### config.mk
export PLATFORM = sky130hd
export DESIGN_NAME = multitap_sms_reader
export DESIGN_NICKNAME = d
export VERILOG_FILES = /design/src/rtl/multitap_sms_reader.sv
export SDC_FILE = /design/constraint.sdc
export NUM_CORES = 1
export LEC_CHECK = 0
export BUFFER_PORTS_ARGS = -buffer_cell sky130_fd_sc_hd__clkbuf_2
export CORE_UTILIZATION = 53
export CTS_CLUSTER_DIAMETER = 80
export DETAILED_ROUTE_END_ITERATION = 16
export PLACE_DENSITY = 0.74
export SLEW_MARGIN = 20
export SYNTH_ARGS = -nofsm -noshare
export SYNTH_HDL_FRONTEND = slang
export SYNTH_SLANG_ARGS = --single-unit
### constraint.sdc
create_clock -name clk -period 2.29 [get_ports clk]
set_input_delay 0.1145 -clock clk [delete_from_list [all_inputs] [get_ports clk]]
set_output_delay 0.1145 -clock clk [all_outputs]
set_load 0.01 [all_outputs]
### src/rtl/multitap_sms_reader.sv
// Console-side reader for the SMS-style 4-player multitap: walks the device index with TH,
// samples each pad's active-low lines and publishes all four pads together once per frame.
module multitap_sms_reader #(
  parameter int unsigned SYNC_CYCLES   = 900000,
  parameter int unsigned SETTLE_CYCLES = 64,
  parameter int unsigned PHASE_CYCLES  = 256
) (
  input  logic       clk,
  input  logic       reset,
  input  logic       enable,
  input  logic [6:0] port_in,
  output logic [6:0] port_out,
  output logic [6:0] port_dir,
  output logic [5:0] pad1,
  output logic [5:0] pad2,
  output logic [5:0] pad3,
  output logic [5:0] pad4,
  output logic       frame_done,
  output logic       busy
);

  localparam logic [1:0] StIdle   = 2'd0;
  localparam logic [1:0] StSync   = 2'd1;
  localparam logic [1:0] StSettle = 2'd2;
  localparam logic [1:0] StHigh   = 2'd3;

  localparam logic [23:0] SyncLast   = 24'(SYNC_CYCLES - 1);
  localparam logic [23:0] SettleLast = 24'(SETTLE_CYCLES - 1);
  localparam logic [23:0] PhaseLast  = 24'(PHASE_CYCLES - 1);

  logic [1:0]       state_q, state_d;
  logic [23:0]      cnt_q, cnt_d;
  logic [1:0]       idx_q, idx_d;
  logic             th_q, th_d;
  logic [3:0][5:0]  shadow_q, shadow_d;
  logic [3:0][5:0]  pad_q, pad_d;
  logic             frame_done_q, frame_done_d;

  // TH readback is not needed: the device index is tracked purely from what we drive.
  logic unused_th_readback;
  assign unused_th_readback = port_in[6];

  always_comb begin
    state_d      = state_q;
    cnt_d        = cnt_q + 24'd1;
    idx_d        = idx_q;
    th_d         = th_q;
    shadow_d     = shadow_q;
    pad_d        = pad_q;
    frame_done_d = 1'b0;

    unique case (state_q)
      StIdle: begin
        th_d  = 1'b1;
        cnt_d = '0;
        if (enable) begin
          state_d = StSync;
        end
      end
      StSync: begin
        th_d = 1'b1;
        if (cnt_q == SyncLast) begin
          state_d = StSettle;
          idx_d   = 2'd0;
          cnt_d   = '0;
        end
      end
      StSettle: begin
        if (cnt_q == SettleLast) begin
          shadow_d[idx_q] = ~port_in[5:0];
          cnt_d           = '0;
          th_d            = 1'b1;
          if (idx_q != 2'd3) begin
            state_d = StHigh;
          end else begin
            // Commit includes the pad sampled this very cycle.
            pad_d        = shadow_d;
            frame_done_d = 1'b1;
            state_d      = enable ? StSync : StIdle;
          end
        end
      end
      StHigh: begin
        th_d = 1'b1;
        if (cnt_q == PhaseLast) begin
          // Falling edge lands together with SETTLE entry.
          th_d    = 1'b0;
          idx_d   = idx_q + 2'd1;
          state_d = StSettle;
          cnt_d   = '0;
        end
      end
      default: begin
        state_d = StIdle;
        cnt_d   = '0;
      end
    endcase
  end

  always_ff @(posedge clk) begin
    if (reset) begin
      state_q      <= StIdle;
      cnt_q        <= '0;
      idx_q        <= 2'd0;
      th_q         <= 1'b1;
      shadow_q     <= '0;
      pad_q        <= '0;
      frame_done_q <= 1'b0;
    end else begin
      state_q      <= state_d;
      cnt_q        <= cnt_d;
      idx_q        <= idx_d;
      th_q         <= th_d;
      shadow_q     <= shadow_d;
      pad_q        <= pad_d;
      frame_done_q <= frame_done_d;
    end
  end

  assign port_out   = {th_q, 6'h3F};
  assign port_dir   = 7'b0111111;
  assign pad1       = pad_q[0];
  assign pad2       = pad_q[1];
  assign pad3       = pad_q[2];
  assign pad4       = pad_q[3];
  assign frame_done = frame_done_q;
  assign busy       = (state_q != StIdle);

endmodule

==> results.tsv <==
metric	value	unit
slowest stage delay, CP	0.49	ns
CTS Buffer Depth	2	
r2r setup slk	0.23	ns
Pleak	1.31	nW
# placed instances	472	
Layout Nets	423	
routed length per instance	14.0	µm
first-pass GRT wire length	11100	µm
initial antenna violation count	0	
CP Class	flop to flop	
Adder-Cell Fraction of Synth Area	1.87	%
most common cell type on the critical path	and4_1	
share of the synthesized area in the top cell type	43.1	%
Syn. warnings	0	
# fillers	541	
post-route ant nets	0	
final worst path period share	89.8	%
largest net degree at the start of global routing	33	
Relative slew margins	53.1	%
Pwr per Cell Area	647	nW/µm²
synth cell count leaders	dfxtp_1, nand2_1, a21oi_1	
Ant. Diodes	0	
num rows	28	
post-cts sizing count	0	
Worst setup SP type	flop	
cell chain of the critical path	nor3_1 -> and4_1 -> and4_1 -> nor2_1 -> a211oi_1	
die height	81.4	µm
maximum VDD drop	384	µV
leading area contributor after synthesis	dfxtp_1	
DR pass1 iterations	4	
grt ovf	0	
number of synthesized flops with an enable pin	0	
Non-Filler Instances	488	
Synth Area in Compound Gates	18.9	%
root buffer cell	clkbuf_8	
TritonCTS clock tree	done	
DR iter-0 viols	194	
post-route minimum period	2.06	ns
clock sink count	72	
clock skew	0.00753	ns
Synth Cell Area	3340	µm²
Post-CTS Hold Buffers	0	
syn_area_per_cell	8.79	µm²
die area	6620	µm²
Post-synth top flop	dfxtp_1	
Buf+Inv Stages, Crit Path	0	
worst hold slack	0.0812	ns
Port Buf Inserts	35	
Arr. time, crit path	2.31	ns
via density per instance	5.61	
Seq cells post-synth	72	
postcts setup bufs	0	
via count	2740	
Max Slew Vio Count	0	
layout overhead on the synthesized area	12.5	%
XOR/XNOR Fraction of Synth Area	5.77	%
synth top area cells	dfxtp_1, nand2_1, a21oi_1, o211ai_1, xnor2_1	
max cap viols	0	
final setup fails	0	
delay-heaviest family, CP	simple AND/OR/NAND/NOR gates	
ys async rst share	0	%
GP Congestion	0.772	
main combinational cell family by area after synthesis	simple AND/OR/NAND/NOR gates	
Num CTS Buffers	9	
I/O pins	50	
multiplexer area fraction after synthesis	0.637	%
Initial Util	55.8	%
core area	5990	µm²
Distinct cells, synth	41	
Worst-Margin Slew	0.704	ns
setup_tns	0	ns
clk slew on worst S/H paths	0.08	ns
Hold Path Class	input port to flop	
final WL	6820	µm
Syn Inst Count	380	
Critical Path End Type	flop	
Post-Synth Simple-Gate Area	22.1	%
fmax	486	MHz
top-count cell post-synth	dfxtp_1	
die width	81.4	µm
clk_lat worst skew	0.34	ns
overall global routing resource usage	22.4	%
CTS HTree Levels	3	
vias in the first global route	2349	
status	finished clean	
CP max-delay cell	and4_1	
layout cells sized above 1	19.1	%
final count of hold timing violations	0	
drt drc	0	
Seq/Total Area, Yosys	43.1	%
WP data required	2.54	ns
crit path max fanout	12	
dpl hpwl	4620	µm
RSZ-0062 raised after global routing	no	
-- metrics by stage --
step	utilization (%)	power (mW)	area [µm²]	worst slack (ns)
floorplan	-	1.35	3380	0.314
global placement	59.1	1.36	3540	0.264
detailed placement	59.1	1.36	3540	0.263
CTS	62.8	2.45	3760	0.245
global route	62.8	2.52	3760	0.0339
finish	62.8	2.43	3760	0.233
-- state kept, by name (all words and copies together), names as in the netlist --
name and count:
cnt_q 24, shadow_q 18, pad1 6, pad2 6, pad3 6, pad4 6, idx_q 2, state_q 2
frame_done 1, th_q 1
-- cell families (layout without fill, tap and decap cells) --
family / after synthesis / count (layout)
AO/OA/AOI/OAI: 92 / 92
adder cells (fa/ha/maj): 5 / 5
AND/OR/NAND/NOR: 139 / 139
buffers and inverters: 46 / 68
other: 2 / 13
multiplexers: 2 / 2
flip-flops: 72 / 72
XOR/XNOR: 22 / 22
-- cell usage in the layout, fill, tap and decap left out, types with 8 or more instances in the layout --
cell type  count
a211oi_1       8
o211ai_1      18
xnor2_1       15
nor2_1        29
clkbuf_8       9
a311oi_1      12
clkbuf_2      35
a21oi_1       38
nand2_1       51
dfxtp_1       72
nand3_1       10
conb_1        13
inv_1          8
nor2_2        10
-- final timing paths --
check,start,to,depth (start not counted)
max,cnt_q[11],shadow_q[13],5
min,port_in[5],shadow_q[17],2
max reg2reg,cnt_q[11],shadow_q[13],5
min reg2reg,pad2[0],pad2[0],2
-- where the power goes --
| part | total, mW | leakage (nW) | switching, mW | internal, mW |
|---|---|---|---|---|
| sequential | 1.26 | 0.580 | 0.00471 | 1.25 |
| clock | 1.10 | 0.101 | 0.486 | 0.612 |
| combinational | 0.0755 | 0.625 | 0.0548 | 0.0207 |
-- layer usage --
metal  vias up  track usage (%)  share of wire, %
met3        11             5.62               3.8
met2        68             35.8                48
li1       1380                -                 -
met4         0             9.82               1.9
met1      1281             28.2                46
met5         -                0                 0
-- cell type report --
class	count	area, µm²	share of cell area (%)
repair buffers	44	280	7.45
multi-input cells	273	1690	45.1
clock inverters	7	96.3	2.56
clock buffers	9	124	3.29
inverters	8	30.0	0.799
flip-flops and latches	72	1440	38.3
well taps	75	93.8	2.50
No activity file was read; power rests on OpenSTA's default activity.
